File: src/rtl/uart_pkg.sv
// rtl/uart_pkg.sv - shared UART constants, state encoding and counter sizing helper
package uart_pkg;

  localparam int DBIT_DEF    = 8;
  localparam int SB_TICK_DEF = 16;

  localparam logic [1:0] ST_IDLE  = 2'd0;
  localparam logic [1:0] ST_START = 2'd1;
  localparam logic [1:0] ST_DATA  = 2'd2;
  localparam logic [1:0] ST_STOP  = 2'd3;

  // Tick counter must reach 15 in DATA and SB_TICK-1 in STOP without wrapping.
  function automatic int tick_cnt_width(input int sb_tick);
    return (sb_tick > 16) ? $clog2(sb_tick) : 4;
  endfunction

endpackage

File: src/rtl/uart_rx_sync.sv
// rtl/uart_rx_sync.sv - two-flop synchronizer with selectable reset value
module uart_rx_sync #(
  parameter logic RST_VAL = 1'b1
) (
  input  logic clk,
  input  logic areset,
  input  logic d_i,
  output logic q_o
);

  logic meta_q;
  logic sync_q;

  always_ff @(posedge clk or negedge areset) begin
    if (!areset) begin
      meta_q <= RST_VAL;
      sync_q <= RST_VAL;
    end else begin
      meta_q <= d_i;
      sync_q <= meta_q;
    end
  end

  assign q_o = sync_q;

endmodule

File: src/rtl/uart_receiver.sv
// rtl/uart_receiver.sv - 16x-oversampled UART receiver with start validation and frame error flag
module uart_receiver
  import uart_pkg::*;
#(
  parameter int DBIT    = DBIT_DEF,
  parameter int SB_TICK = SB_TICK_DEF
) (
  input  logic            clk,
  input  logic            areset,
  input  logic            s_tick,
  input  logic            rx,
  output logic [DBIT-1:0] rx_dout,
  output logic            rx_done_tick,
  output logic            frame_error,
  output logic            busy
);

  localparam int S_W = tick_cnt_width(SB_TICK);
  localparam int N_W = $clog2(DBIT);

  localparam logic [S_W-1:0] S_ONE  = S_W'(1);
  localparam logic [S_W-1:0] S_MID  = S_W'(7);
  localparam logic [S_W-1:0] S_BIT  = S_W'(15);
  localparam logic [S_W-1:0] S_STOP = S_W'(SB_TICK - 1);
  localparam logic [N_W-1:0] N_ONE  = N_W'(1);
  localparam logic [N_W-1:0] N_LAST = N_W'(DBIT - 1);

  logic            rxs;
  logic [1:0]      state_q, state_d;
  logic [S_W-1:0]  s_q, s_d;
  logic [N_W-1:0]  n_q, n_d;
  logic [DBIT-1:0] b_q, b_d;
  logic [DBIT-1:0] dout_q, dout_d;
  logic            done_q, done_d;
  logic            ferr_q, ferr_d;

  uart_rx_sync #(.RST_VAL(1'b1)) u_sync (
    .clk    (clk),
    .areset (areset),
    .d_i    (rx),
    .q_o    (rxs)
  );

  always_comb begin
    state_d = state_q;
    s_d     = s_q;
    n_d     = n_q;
    b_d     = b_q;
    dout_d  = dout_q;
    done_d  = 1'b0;
    ferr_d  = ferr_q;
    case (state_q)
      ST_IDLE: begin
        // Start detection ignores s_tick so the tick phase begins at the falling edge.
        if (!rxs) begin
          state_d = ST_START;
          s_d     = '0;
        end
      end
      ST_START: begin
        if (s_tick) begin
          if (s_q == S_MID) begin
            if (!rxs) begin
              state_d = ST_DATA;
              s_d     = '0;
              n_d     = '0;
            end else begin
              state_d = ST_IDLE;
            end
          end else begin
            s_d = s_q + S_ONE;
          end
        end
      end
      ST_DATA: begin
        if (s_tick) begin
          if (s_q == S_BIT) begin
            s_d = '0;
            b_d = {rxs, b_q[DBIT-1:1]};
            if (n_q == N_LAST) begin
              state_d = ST_STOP;
            end else begin
              n_d = n_q + N_ONE;
            end
          end else begin
            s_d = s_q + S_ONE;
          end
        end
      end
      ST_STOP: begin
        if (s_tick) begin
          if (s_q == S_STOP) begin
            state_d = ST_IDLE;
            done_d  = 1'b1;
            dout_d  = b_q;
            ferr_d  = ~rxs;
          end else begin
            s_d = s_q + S_ONE;
          end
        end
      end
      default: state_d = ST_IDLE;
    endcase
  end

  always_ff @(posedge clk or negedge areset) begin
    if (!areset) begin
      state_q <= ST_IDLE;
      s_q     <= '0;
      n_q     <= '0;
      b_q     <= '0;
      dout_q  <= '0;
      done_q  <= 1'b0;
      ferr_q  <= 1'b0;
    end else begin
      state_q <= state_d;
      s_q     <= s_d;
      n_q     <= n_d;
      b_q     <= b_d;
      dout_q  <= dout_d;
      done_q  <= done_d;
      ferr_q  <= ferr_d;
    end
  end

  assign rx_dout      = dout_q;
  assign rx_done_tick = done_q;
  assign frame_error  = ferr_q;
  assign busy         = (state_q != ST_IDLE);

endmodule

File: config.mk
export PLATFORM = sky130hd
export DESIGN_NAME = uart_receiver
export DESIGN_NICKNAME = d
export VERILOG_FILES = /design/src/rtl/uart_pkg.sv /design/src/rtl/uart_rx_sync.sv /design/src/rtl/uart_receiver.sv
export SDC_FILE = /design/constraint.sdc
export NUM_CORES = 1
export LEC_CHECK = 0
export BUFFER_PORTS_ARGS = -buffer_cell sky130_fd_sc_hd__buf_2
export CAP_MARGIN = 40
export CORE_UTILIZATION = 45
export CTS_BUF_LIST = sky130_fd_sc_hd__clkbuf_4
export CTS_CLUSTER_DIAMETER = 40
export CTS_CLUSTER_SIZE = 8
export DETAILED_ROUTE_END_ITERATION = 12
export HOLD_SLACK_MARGIN = 0.02
export PLACE_DENSITY = 0.63
export SETUP_SLACK_MARGIN = 0.02
export SYNTH_ARGS = -nofsm -noshare
export SYNTH_HDL_FRONTEND = slang
export SYNTH_SLANG_ARGS = --single-unit
File: constraint.sdc
create_clock -name clk -period 2 [get_ports clk]
set_input_delay 0.4 -clock clk [delete_from_list [all_inputs] [get_ports clk]]
set_output_delay 0.4 -clock clk [all_outputs]
set_load 0.03 [all_outputs]
# Word-level counts from Yosys, hierarchy flattened
# Cells that the tools add are included.
# W data, S select, Z words.
dict set report totals {
  regBits 29
  inputBits 4
  out_inout_bits 11
  elab_cells 65
}
dict set report op_classes {
  add_sub_neg 2
  n_eq_ne 17
  n_mux 28
  n_bitwise 1
  reduce_logical 8
}
# cell n
set ops {}
lappend ops {{$mux W4} 7}
lappend ops {{$ne A2 B2 Y1 const B} 11}
lappend ops {{$mux W2} 9}
lappend ops {{$mux W3} 6}
lappend ops {{$pmux W4 S4} 1}
lappend ops {{$pmux W2 S4} 1}
lappend ops {{$reduce_and A8 Y1} 1}
lappend ops {{$reduce_and A7 Y1} 1}
lappend ops {{$pmux W3 S2} 1}
lappend ops {{$reduce_and A3 Y1} 2}
lappend ops {{$add A4 B1 Y4 const B} 1}
lappend ops {{$eq A2 B2 Y1 const B} 2}
lappend ops {{$eq A4 B3 Y1 const B} 1}
lappend ops {{$eq A4 B4 Y1 const B} 1}
lappend ops {{$reduce_and A4 Y1} 1}
lappend ops {{$reduce_bool A2 Y1} 2}
lappend ops {{$add A3 B1 Y3 const B} 1}
lappend ops {{$eq A3 B3 Y1 const B} 1}
lappend ops {{$mux W1} 3}
lappend ops {{$eq A2 B1 Y1 const B} 1}
lappend ops {{$logic_not A2 Y1} 1}
lappend ops {{$not A1 Y1} 1}

# Depth between registers and ports, before layout
# Gate-level depths: netlist of run 1.
dict set report logic_depth {
  ltp_word 5
  ltp_mapped 6
  mapped_depth_nobuf 6
}

# By module
# Synthesis of run 1 repeated with hierarchy kept, for this count alone.
dict set report unflattened {
  cells_unflattened 99
  hier_area_um2 1305.0
}
# module instances cells_each area_per_inst_um2 seq_area_each_um2
set by_module_without_submodules {}
lappend by_module_without_submodules {uart_receiver 1 97 1252.5 675.6}
lappend by_module_without_submodules {uart_rx_sync 1 2 52.6 52.6}

# Worst setup path before layout of run 1
# No wires, ideal clock.
dict set report synth_timing {
  kind {flip-flop to flip-flop}
  start {register s_q[0]}
  end {register b_q[0]}
  setup_ps 125
  t_arrival_ps 1554
  required_ps 1875
  path_slack_ps 321
  path_stages_with_launch 5
  path_buffers 0
  period_less_slack_ps 1679
  cell_sequence {dfrtp_1 > ha_1 > nand4_4 > nor3b_4 > mux2_2}
}
dict set report synth_via {
  elab_chain_cells 2
}
# item line
set synth_lines {}
lappend synth_lines {{start, declared} uart_receiver.sv:30} ;# logic [S_W-1:0] s_q, s_d;
lappend synth_lines {{start signal, assigned} uart_receiver.sv:109} ;# s_q <= '0;
lappend synth_lines {{start signal, assigned} uart_receiver.sv:117} ;# s_q <= s_d;
lappend synth_lines {{$eq A4 B4 Y1} uart_receiver.sv:77} ;# if (s_q == S_BIT) begin
lappend synth_lines {{$reduce_and A3 Y1 (no source line)} n/a}
lappend synth_lines {{end signal, assigned} uart_receiver.sv:111} ;# b_q <= '0;
lappend synth_lines {{end signal, assigned} uart_receiver.sv:119} ;# b_q <= b_d;
lappend synth_lines {{end, declared} uart_receiver.sv:32} ;# logic [DBIT-1:0] b_q, b_d;
# Every way passes these cells.
# A chain may end at the register's enable or synchronous reset.

# Worst setup path in the final report of run 1
dict set report layout_timing {
  start {register s_q[0]}
  end {register n_q[0]}
}
dict set report layout_via {
  elab_chain_cells 3
  word_cells_on_any_way 5
  classes_between {eq/ne: 4; reduce/logical: 1}
}
# item line
set layout_lines {}
lappend layout_lines {{$eq A4 B4 Y1 or $eq A4 B3 Y1 (tied branches)} {uart_receiver.sv:77, uart_receiver.sv:62}}
lappend layout_lines {{$ne A2 B2 Y1 (no source line)} n/a}
lappend layout_lines {{$reduce_and A7 Y1 (no source line) *} n/a}
lappend layout_lines {{end signal, assigned} uart_receiver.sv:118} ;# n_q <= n_d;
lappend layout_lines {{end, declared} uart_receiver.sv:31} ;# logic [N_W-1:0] n_q, n_d;
# Every way passes the cells marked *; elsewhere a longest branch is shown, timed or not.

==> results of run 1 <==
cell families (layout without fill, tap and decap cells):
logic type	Yosys count	in the layout
adders and majority gates	3	3
DFF	29	29
and+or+nand+nor	46	46
buffers and inverters	9	28
muxes	10	10
AOI/OAI and AO/OA	20	20
worst max-delay path by stage:
| stage | to | slack [ps] | cells after the start |
|---|---|---|---|
| final | n_q[0] | 200 | 5 |
| after global routing | n_q[0] | 50 | 5 |
| after CTS | b_q[5] | 120 | 4 |
| after detailed placement | b_q[5] | 140 | 4 |
| after floorplan | b_q[0] | 320 | 4 |
| after global placement | b_q[1] | 220 | 4 |
routing by layer:
layer | up-vias | wire [um] | share of wire | global-route usage
li1 | 445 | - | - | -
met5 | - | 0 | 0 | 0
met1 | 412 | 1080 | 0.49 | 0.218
met3 | 6 | 119 | 0.054 | 0.0628
met2 | 28 | 974 | 0.44 | 0.224
met4 | 0 | 34 | 0.015 | 0.0592
repair_timing:
action | CTS | global route
endpoints found under the setup margin | 0 | 2
buffers inserted | 0 | 1
hold buffers | 0 | 0
endpoints found under the hold margin | 0 | 0
stage by stage:
step	instances	utilization	setup WS [ps]	hold WS [ps]
after global routing	167	0.537	46.1	131
after CTS	166	0.529	123	90.6
after floorplan	117	-	321	104
final	167	0.537	199	76.8
after global placement	158	0.510	221	346
after detailed placement	158	0.510	137	353
flip-flops by register name (all words and copies together), names as in the netlist, named ones only:
signal and cells:
b_q 8, rx_dout 8, s_q 4, n_q 3, frame_error 1, rx_done_tick 1
state_q 1, u_sync.meta_q 1, u_sync.q_o 1
Yosys cell counts (all sizes together):
library cell / number
and3: 2
or3: 1
and4: 1
a21oi: 4
dfrtp: 27
nor3b: 1
nor3: 1
o221ai: 1
dfstp: 2
o21ai: 2
mux2i: 1
clkinv: 1
mux2: 9
o22ai: 1
a22o: 6
nand3: 2
nand4: 1
nor4b: 1
inv: 2
nor2: 5
ha: 3
a32o: 1
o21a: 1
buf: 6
o21bai: 2
nand2: 31
o311a: 1
a21boi: 1
cell type report:
class | count | area, um2 | share of cell area
Sequential cell | 29 | 728 | 0.492
Multi-Input combinational cell | 79 | 542 | 0.366
Timing Repair Buffer | 17 | 105 | 0.0710
Tap cell | 31 | 38.8 | 0.0262
Clock buffer | 5 | 37.5 | 0.0254
Clock inverter | 3 | 17.5 | 0.0118
Inverter | 3 | 11.3 | 0.00761
cell usage in the layout, fill, tap and decap left out, types with 2 or more instances in the layout:
master,instances
dfstp_2,2
nor2_1,5
nand2_1,31
mux2_2,9
a22o_1,5
inv_1,2
clkbuf_4,5
buf_2,14
o21ai_0,2
dfrtp_1,27
a21oi_1,4
clkinv_2,2
buf_4,2
ha_1,3
o21bai_1,2
nand3_1,2
power by group:
part / total [mW] / leakage (nW) / switching, mW / internal [mW]
sequential: 0.806 / 0.384 / 0.145 / 0.661
clock: 0.337 / 0.0310 / 0.205 / 0.132
combinational: 0.333 / 0.366 / 0.171 / 0.162
total: 1.48 / 0.781 / 0.521 / 0.955
worst max-delay path, stage by stage, from the launching register on:
cell     delay, ps
dfrtp_1        410
ha_1           340
nand4_4        180
nor4b_4        360
a21oi_1        120
mux2_2         280
==> results.py, run 1 <==
metrics = {
    "status": {
        "outcome": "finished clean",
    },
    "cells_and_area": {
        "areaGrowthSynthToFinish_pct": 12.7,
        "fin_nets": 142,
        "drive_above_1_share": 0.309,
        "diodes": 0,
        "fillerInstances": 251,
        "fin_area_mm2": 0.00148,
    },
    "yosys": {
        "syn_avg_cell_area_um2": 11.2,
        "synth.area.mux_share": 0.0848,
        "synth_area_leader_cell": "dfrtp_1",
        "ys_warn_count": 0,
        "syn_inst": 117,
        "synthAdderAreaFrac": 0.0286,
        "synthTopCellsByArea": "dfrtp_1 51%, nand2_1 8.9%, mux2_2 7.7%, dfstp_2 4.0%, a22o_1 3.3%",
        "syn_nets": 124,
        "synth_top_area_frac": 0.514,
        "yosysSeqAreaShare": 0.554,
        "synth_compound_area_frac": 0.113,
        "synth_top_family_by_area": "simple AND/OR/NAND/NOR gates",
        "synthXorXnorAreaFrac": 0,
        "synth_cell_types": 31,
        "synthSimpleGateAreaFrac": 0.186,
        "syn_area_mm2": 0.00131,
        "synth_seq_cells": 29,
    },
    "clock_tree": {
        "cts_tree": "yes",
        "cts_made_buffers": 5,
        "htreeDepth": 2,
        "cts_resized": 0,
        "clock_path_buffers": 2,
        "cts.clk_slew.worst_paths_ps": 100,
        "clk_latency_ps": 330,
        "cts.sinks": 29,
        "root_buffer": "clkbuf_4",
    },
    "timing": {
        "rsz0062_at_grt": "no",
        "final.min_clock_period_ps": 1800,
        "clock-skew-final_ps": 11.5,
        "worst_pin_slew_ps": 625,
        "hold_viol_final": 0,
        "max_slew_margin": 0.583,
        "setup_violations": 0,
        "drv_slew": 0,
        "setup_tns_ps": 0,
        "max_freq_mhz": 555,
        "finalCritPeriodShare": 0.900,
    },
    "worst_setup_path": {
        "reg2reg_to": "n_q[0]",
        "crit_path_start": "s_q[0]",
        "required_ps": 2210,
        "cp-start-kind": "register",
        "cp-end-kind": "register",
        "r2r-start": "s_q[0]",
        "r2r_slack_ps": 200,
        "arrival_ps": 2010,
        "worstSetupPathType": "register to register",
        "critPathMaxFanout": 7,
        "rr_worst_depth": 5,
    },
    "placement": {
        "io_buffers": 14,
        "placed_area_mm2": 0.00141,
        "gp_congestion": 0.849,
        "dp_hpwl_mm": 1.54,
    },
    "power_and_ir_drop": {
        "p_leak_nw": 0.781,
        "ir_drop_mv": 0.620,
        "total_power_mw": 1.48,
        "p_per_area_mw_per_mm2": 998,
    },
    "floorplanning": {
        "rows": 19,
        "die_y_um": 56.0,
        "coreArea_mm2": 0.00276,
        "io_pins": 15,
        "floorplan.initialDensity": 0.476,
        "die_x_um": 56.0,
        "design.die.area_mm2": 0.00314,
    },
    "routing": {
        "via_count": 891,
        "routed_via_density": 5.34,
        "first_pass_iters": 4,
        "drc": 0,
        "drt_iter0_drc": 17,
        "drt_wl_total_mm": 2.21,
        "drt.antenna.violating_nets": 0,
        "routedWlPerCell_um": 13.2,
    },
    "global_route": {
        "antenna_found_initial": 0,
        "grt_pass1_wl_mm": 3.77,
        "track_usage": 0.158,
        "grt_max_degree": 30,
        "grt_pass1_vias": 836,
        "gr-total-overflow": 0,
    },
    "run": {
        "cap_violations": 0,
    },
    "worst_hold_path": {
        "hold_class": "input pin to async pin",
    },
}
No activity file was read; power rests on OpenSTA's default activity.
==> inputs of run 2 (changes only) <==
CORE_UTILIZATION = 59   (was 45)
PLACE_DENSITY = 0.79   (was 0.63)
==> run 2 against run 1 <==
  * Power shrank 1.0%
  * Clock-buffer cell count grew 1
  * Combinational power shrank 9.0%
  * First-iteration DRC count shrank 12%
  * Via count grew 2.2%
  * Sequential cell count is the same
  * Die area shrank 23%
  * Wire length grew 3.4%
  * Clock power is essentially flat
  * Clock skew shrank 5.3 ps
  * Highest routed layer unchanged
==> results.py, run 2 (synthesis gave the netlist of run 1 again) <==
metrics = {
    "timing": {
        "final.min_clock_period_ps": 1840,
        "max_freq_mhz": 543,
        "setup_violations": 0,
        "clock-skew-final_ps": 6.24,
        "rsz0062_at_grt": "no",
        "drv_slew": 0,
        "setup_tns_ps": 0,
        "worst_pin_slew_ps": 614,
        "finalCritPeriodShare": 0.920,
        "max_slew_margin": 0.591,
        "hold_viol_final": 0,
    },
    "cells_and_area": {
        "drive_above_1_share": 0.299,
        "final_cell_mix": "31 x nand2_1, 27 x dfrtp_1, 14 x buf_2",
        "diodes": 0,
        "fin_nets": 140,
        "final_common_cell": "nand2_1",
        "areaGrowthSynthToFinish_pct": 10.2,
        "fillerInstances": 159,
    },
    "floorplanning": {
        "io_pins": 15,
        "coreArea_mm2": 0.00202,
        "design.die.area_mm2": 0.00242,
        "die_x_um": 49.2,
        "floorplan.initialDensity": 0.650,
        "die_y_um": 49.2,
        "rows": 16,
    },
    "worst_setup_path": {
        "cp-start-kind": "register",
        "required_ps": 2210,
        "cp-end-kind": "register",
        "arrival_ps": 2050,
        "critPathMaxFanout": 8,
        "worstSetupPathType": "register to register",
    },
    "routing": {
        "routedWlPerCell_um": 14.2,
        "first_pass_iters": 4,
        "via_count": 911,
        "drt_iter0_drc": 15,
        "drc": 0,
        "drt_wl_total_mm": 2.29,
        "routed_via_density": 5.66,
        "drt.antenna.violating_nets": 0,
    },
    "power_and_ir_drop": {
        "p_leak_nw": 0.772,
        "ir_drop_mv": 0.752,
        "p_clk_frac": 0.233,
        "power_frac_seq": 0.560,
        "combPwrFrac": 0.207,
        "power.switching_mw": 0.503,
        "internal_power_mw": 0.958,
        "total_power_mw": 1.46,
        "p_per_area_mw_per_mm2": 1010,
        "netSwitchingFraction": 0.345,
    },
    "placement": {
        "gp_congestion": 0.827,
        "dp_hpwl_mm": 1.64,
        "io_buffers": 14,
    },
    "worst_hold_path": {
        "hold_class": "input pin to async pin",
    },
    "clock_tree": {
        "cts_hold_buf": 0,
        "cts.clk_slew.worst_paths_ps": 90,
        "post_cts_buffers": 0,
        "clock_path_buffers": 2,
        "clk_latency_ps": 320,
        "cts_tree": "yes",
        "cts.sinks": 29,
        "htreeDepth": 2,
        "root_buffer": "clkbuf_4",
        "cts_made_buffers": 5,
        "cts_resized": 0,
    },
    "run": {
        "cap_violations": 0,
    },
    "global_route": {
        "grt_pass1_vias": 876,
        "antenna_found_initial": 0,
        "grt_pass1_wl_mm": 3.91,
        "track_usage": 0.224,
        "grt_max_degree": 30,
        "gr-total-overflow": 0,
    },
    "status": {
        "outcome": "finished clean",
    },
}
## run 2: cell count changes in the layout (fill, tap and decap cells not counted)
cell | previous run | this run
buf_4 | 2 | 1
clkinvlp_4 | 1 | 0
buf_12 | 1 | 0
clkbuf_4 | 5 | 6
## run 2: area by class of cell
cell class / count / area [um2] / area share
inverters: 3 / 11.3 / 0.00778
flip-flops and latches: 29 / 728 / 0.503
multi-input cells: 79 / 542 / 0.374
clock buffers: 6 / 45.0 / 0.0311
repair buffers: 15 / 77.6 / 0.0536
well taps: 27 / 33.8 / 0.0233
clock inverters: 2 / 10.0 / 0.00691
## run 2: final timing paths
| check | start | endpoint | slack [ps] | cells past startpoint |
|---|---|---|---|---|
| worst min register to register | u_sync.meta_q | u_sync.q_o | 360 | 0 |
| worst max register to register | s_q[0] | b_q[3] | 160 | 4 |
| max in group asynchronous | areset | s_q[0] | 1520 | 1 |
| worst min-delay path | areset | rx_dout[0] | 80 | 1 |
| min in group clk | rx | u_sync.meta_q | 170 | 1 |
| worst max-delay path | s_q[0] | b_q[3] | 160 | 4 |
## run 2: critical path, stage by stage (launching register included)
cell	delay [ps]
dfrtp_1	410
ha_1	320
nand4_4	170
nor3b_4	440
mux2_2	390
## run 2: power by group through the flow
stage          combinational (mW)  sequential (mW)  clock [mW]
2_1_floorplan               0.353            0.718           0
3_3_place_gp                0.297            0.816           0
3_5_place_dp                0.305            0.825           0
4_1_cts                     0.307            0.813       0.356
5_1_grt                     0.336            0.834       0.379
6_report                    0.303            0.818       0.340
## run 2: per-stage QoR
step	std cells	hold WS (ps)	area, um2	setup slack (ps)	utilization
6_report	161	82.9	1450	159	0.716
4_1_cts	161	85.6	1450	133	0.716
3_5_place_dp	153	349	1390	133	0.689
2_1_floorplan	117	104	1310	321	-
3_3_place_gp	153	347	1390	222	0.689
5_1_grt	161	122	1450	23.3	0.716
## run 2: per-layer routing
| metal | share of wire | vias up | global-route usage |
|---|---|---|---|
| met1 | 0.46 | 437 | 0.285 |
| li1 | - | 443 | - |
| met5 | 0 | - | 0 |
| met4 | 0.0092 | 0 | 0.0735 |
| met3 | 0.035 | 3 | 0.0935 |
| met2 | 0.50 | 28 | 0.345 |
